File: src/rtl/pipe_stage_reg.sv
// Parametrised inter-stage pipeline register with valid/ready handshake,
// optional 2-entry skid buffer, flush-to-bubble and a saturating stall counter.
module pipe_stage_reg #(
  parameter int DATA_WIDTH     = 32,
  parameter int NUM_FIELDS     = 5,
  parameter int SKID           = 1,
  parameter int ZERO_ON_BUBBLE = 1,
  parameter int CNT_WIDTH      = 16
) (
  input  logic                             clk,
  input  logic                             i_rst,
  input  logic                             i_valid,
  output logic                             o_ready,
  input  logic [NUM_FIELDS*DATA_WIDTH-1:0] i_data,
  input  logic                             i_flush,
  output logic                             o_valid,
  input  logic                             i_ready,
  output logic [NUM_FIELDS*DATA_WIDTH-1:0] o_data,
  output logic [1:0]                       o_occupancy,
  output logic [CNT_WIDTH-1:0]             o_stall_cnt,
  input  logic                             i_cnt_clr
);

  localparam int W = NUM_FIELDS * DATA_WIDTH;

  typedef enum logic [1:0] {
    ST_EMPTY     = 2'd0,
    ST_FULL      = 2'd1,
    ST_SKID_FULL = 2'd2
  } state_t;

  state_t               state_q, state_d;
  logic [W-1:0]         main_q, main_d;
  logic [W-1:0]         skid_q, skid_d;
  logic                 valid_q, valid_d;
  logic                 ready_q, ready_d;
  logic [CNT_WIDTH-1:0] cnt_q, cnt_d;
  logic                 in_xfer;
  logic                 out_xfer;

  assign in_xfer  = i_valid & o_ready;
  assign out_xfer = valid_q & i_ready;

  always_comb begin
    state_d = state_q;
    main_d  = main_q;
    skid_d  = skid_q;
    case (state_q)
      ST_EMPTY: begin
        if (i_valid) begin
          main_d  = i_data;
          state_d = ST_FULL;
        end
      end
      ST_FULL: begin
        if (in_xfer && out_xfer) begin
          main_d = i_data;
        end else if (out_xfer) begin
          state_d = ST_EMPTY;
        end else if (in_xfer && (SKID != 0)) begin
          skid_d  = i_data;
          state_d = ST_SKID_FULL;
        end
      end
      ST_SKID_FULL: begin
        if (i_ready) begin
          main_d  = skid_q;
          state_d = ST_FULL;
        end
      end
      default: state_d = ST_EMPTY;
    endcase
    // Flush only shapes the next state; a downstream beat leaving now still counts.
    if (i_flush) begin
      state_d = ST_EMPTY;
      main_d  = '0;
      skid_d  = '0;
    end
    valid_d = (state_d != ST_EMPTY);
    ready_d = (state_d != ST_SKID_FULL);
  end

  always_comb begin
    cnt_d = cnt_q;
    if (i_cnt_clr) begin
      cnt_d = '0;
    end else if (valid_q && !i_ready && (cnt_q != {CNT_WIDTH{1'b1}})) begin
      cnt_d = cnt_q + 1'b1;
    end
  end

  always_ff @(posedge clk or posedge i_rst) begin
    if (i_rst) begin
      state_q <= ST_EMPTY;
      main_q  <= '0;
      skid_q  <= '0;
      valid_q <= 1'b0;
      ready_q <= 1'b1;
      cnt_q   <= '0;
    end else begin
      state_q <= state_d;
      main_q  <= main_d;
      skid_q  <= skid_d;
      valid_q <= valid_d;
      ready_q <= ready_d;
      cnt_q   <= cnt_d;
    end
  end

  generate
    if (SKID != 0) begin : g_ready_reg
      assign o_ready = ready_q;
    end else begin : g_ready_comb
      assign o_ready = ~valid_q | i_ready;
    end
  endgenerate

  // Bubble masking is the only logic allowed between main_q and o_data.
  genvar gi;
  generate
    for (gi = 0; gi < NUM_FIELDS; gi++) begin : g_field
      if (ZERO_ON_BUBBLE != 0) begin : g_mask
        assign o_data[gi*DATA_WIDTH +: DATA_WIDTH] =
          valid_q ? main_q[gi*DATA_WIDTH +: DATA_WIDTH] : '0;
      end else begin : g_hold
        assign o_data[gi*DATA_WIDTH +: DATA_WIDTH] = main_q[gi*DATA_WIDTH +: DATA_WIDTH];
      end
    end
  endgenerate

  assign o_valid     = valid_q;
  assign o_occupancy = 2'(state_q);
  assign o_stall_cnt = cnt_q;

endmodule

File: config.mk
export PLATFORM = sky130hd
export DESIGN_NAME = pipe_stage_reg
export DESIGN_NICKNAME = d
export VERILOG_FILES = /design/src/rtl/pipe_stage_reg.sv
export SDC_FILE = /design/constraint.sdc
export NUM_CORES = 1
export LEC_CHECK = 0
export BUFFER_PORTS_ARGS = -buffer_cell sky130_fd_sc_hd__buf_2
export CORE_AREA = 2 2 181 183
export DETAILED_ROUTE_END_ITERATION = 12
export DIE_AREA = 0 0 183 185
export GPL_TIMING_DRIVEN = 0
export HOLD_SLACK_MARGIN = 0.1
export PLACE_DENSITY = 0.84
export SLEW_MARGIN = 10
export SYNTH_ARGS = -nofsm -noshare
export SYNTH_HDL_FRONTEND = slang
export SYNTH_SLANG_ARGS = --single-unit
export TNS_END_PERCENT = 50
File: constraint.sdc
create_clock -name clk -period 11.2 [get_ports clk]
set_input_delay 2.24 -clock clk [delete_from_list [all_inputs] [get_ports clk]]
set_output_delay 2.24 -clock clk [all_outputs]
set_load 0.1 [all_outputs]
==> impl_metrics.yaml <==
outcome:
  status: "complete, no violations"
detailed_routing:
  firstDrtPassIters: 7
  routed-wl-met2_mm: 22.16
  vias: 13430
  drc: 0
  dr_wl_met3_mm: 3.538
  via_per_inst: 5.645
  top_layer_used: "met5"
  drt_iter0_drc: 820
  wl_mm: 45.66
  routedLengthMet1_mm: 18.15
  wire_per_inst_um: 19.19
  route.antenna.remaining_nets: 0
synth:
  synthTopCellsByCount: "339 x dfrtp_1, 326 x nand2_1, 171 x a21oi_1, 163 x mux2i_1, 161 x and2_1"
  ys_seq_elements: 340
  synth.most_common_cell: "dfrtp_1"
  ys.flop_type: "dfrtp_1"
  synth_area_leaders: "dfrtp_1 54%, mux2i_1 10%, o2bb2ai_1 8.9%, nand2_1 7.7%, and2_1 6.4%"
  netlist_instances: 1539
  syn_area_per_cell_sq_um: 10.28
  synth_area_leader_cell: "dfrtp_1"
  synth_cell_types: 51
  synth_top_area_share_pct: 53.62
  ys_seq_area_share_pct: 53.79
  ys_warn_count: 0
  async_flop_share_pct: 100.0
  synth-edff-count: 0
  syn_nets: 1710
  syn_area_sq_um: 15820
clocking:
  htreeDepth: 2
  cts.sinks: 340
  clk_latency_ns: 0.51
  cts_tree: "yes"
  root_buffer: "clkbuf_16"
  path_clk_slew_ns: 0.06
  cts_hold_buf: 0
  cts_buffer_depth: 3
  post-cts-setup-buffers: 0
  cts_buffers: 38
  cts_resized: 0
floorplanning:
  dieArea_sq_um: 33860
  initial_core_util_pct: 49.38
  chipHeight_um: 185
  io_pins: 346
  die_x_um: 183
  num_rows: 66
  core_sq_um: 32040
timing:
  hold_viol_final: 0
  timing.final.crit_share_pct: 49.76
  tns_ns: 0
  drv_slew: 0
  slew_headroom_pct: 38.37
  rsz0062_at_grt: "no"
  post-route-min-period_ns: 5.573
  max_freq_mhz: 179.4
  tightest_slew_ns: 0.9244
  setup_viol: 0
  fin_skew_ns: 0.009832
critical_path:
  crit_arrival_ns: 3.33
  cp-end-kind: "primary output"
  slowest_delay_ns: 0.74
  start_kind: "flop"
  path_cells: "buf_2 > clkbuf_1 > clkbuf_1 > and2_1 > buf_2"
  cp_slowest_cell: "clkbuf_1"
  crit_buf_inv: 4
  critical_path.top_delay_family: "buffers and inverters"
  crit_required_ns: 8.96
  setup.worst_path.class: "flop to primary output"
  cp_max_fo: 10
place:
  dpl_cell_area_sq_um: 18260
  port_buffers: 344
  hpwlAfterDp_mm: 32.31
  gp_congestion: 0.8658
grt:
  overflow: 0
  grt_pass1_vias: 13466
  grt_max_degree: 40
  antenna_found_initial: 15
  globalRouteTotalUtil_pct: 26.55
  grt_pass1_wl_mm: 71.48
power:
  fin_total_pwr_mw: 3.689
  pwr_density_cell_nw_per_um2: 188.2
  ir_worst_vdd_v: 0.0001077
  p_leak_nw: 8.964
final_layout:
  stdcell_area_sq_um: 19600
  drive_gt1_share_pct: 23.66
  fillers: 2590
  nNetsFinal: 2104
  syn2layout_area_growth_pct: 23.88
run:
  cap_violations: 0
hold_path:
  hold_class: "flop to flop"
-- power by group --
group | switching, mW | internal (mW) | total, mW
Combinational | 0.722 | 0.234 | 0.955
Sequential | 0.0837 | 1.36 | 1.45
Clock | 0.497 | 0.788 | 1.29
-- logic make-up after synthesis --
logic type                 after synthesis  synth area share, %
muxes                                  165                10.46
buffers and inverters                  135                3.551
AOI/OAI and AO/OA                      354                15.45
DFF                                    340                53.79
and+or+nand+nor                        539                16.29
adders and majority gates                6               0.4587
-- worst paths after layout --
path / startpoint / end / slack [ns] / cells past startpoint
worst max-delay path: o_valid / o_data[95] / 5.63 / 5
worst min-delay path: main_q[54] / main_q[54] / 0.48 / 1
worst max register to register: o_occupancy[1] / main_q[25] / 8.15 / 8
worst min register to register: main_q[54] / main_q[54] / 0.48 / 1
max in group asynchronous: i_rst / main_q[39] / 7.82 / 7
min in group asynchronous: i_rst / main_q[112] / 1.79 / 2
-- cell type report --
class / instances / area [sq um] / area share [%]
well taps: 408 / 510.5 / 2.605
repair buffers: 354 / 1929 / 9.845
multi-input cells: 1064 / 6749 / 34.44
flip-flops and latches: 340 / 8509 / 43.42
clock inverters: 13 / 150.1 / 0.7661
clock buffers: 55 / 1159 / 5.912
diodes: 10 / 25.02 / 0.1277
inverters: 8 / 33.78 / 0.1724
plain buffers: 127 / 531.8 / 2.713
-- state kept, by name (all words and copies together) (netlist names) --
signal	count
main_q	160
o_occupancy	2
o_ready	1
o_stall_cnt	16
o_valid	1
skid_q	160
-- through the flow --
step / cells / worst slack (ns) / hold slack (ns) / utilization [%]
4_1_cts: 2369 / 5.597 / 0.4830 / 61.09
6_report: 2379 / 5.627 / 0.4799 / 61.16
5_1_grt: 2377 / 5.452 / 0.4939 / 61.15
3_5_place_dp: 2301 / 6.152 / 0.4656 / 57.00
3_3_place_gp: 2291 / 2.519 / 0.4622 / 56.35
2_1_floorplan: 1539 / 4.414 / 0.4481 / -
-- metal layers --
| metal | vias up | GRT usage (%) |
|---|---|---|
| met4 | 10 | 10.37 |
| met1 | 6571 | 32.92 |
| met2 | 561 | 45.15 |
| met5 | - | 0 |
| met3 | 122 | 6.233 |
| li1 | 6166 | - |
-- placed cells by master (no fill, tap or decap), types with 2 or more instances in the layout --
master,synthesis,layout
nor3_1,11,11
o31ai_1,2,2
nor2_1,5,5
mux2_2,2,2
a211oi_1,2,2
buf_2,35,379
buf_12,0,9
mux2i_1,163,163
buf_4,3,3
diode_2,0,10
buf_1,3,3
clkinv_2,0,6
bufinv_16,0,3
nand4_1,5,5
and3_1,4,4
clkbuf_1,86,92
nand3_1,6,6
a31oi_1,3,3
nand2_1,326,326
nor3b_1,2,2
clkbuf_16,0,41
and2_1,161,161
a22o_1,2,2
clkinvlp_4,0,5
inv_1,8,7
and4_1,2,2
ha_1,5,5
clkbuf_8,0,8
dfrtp_1,339,339
or4_1,2,2
o21ai_0,2,2
or3_1,2,2
a21oi_1,171,171
o2bb2ai_1,160,160
and4b_1,2,2
nand2b_1,3,3
Note: power is estimated with default switching activity, not from simulation.
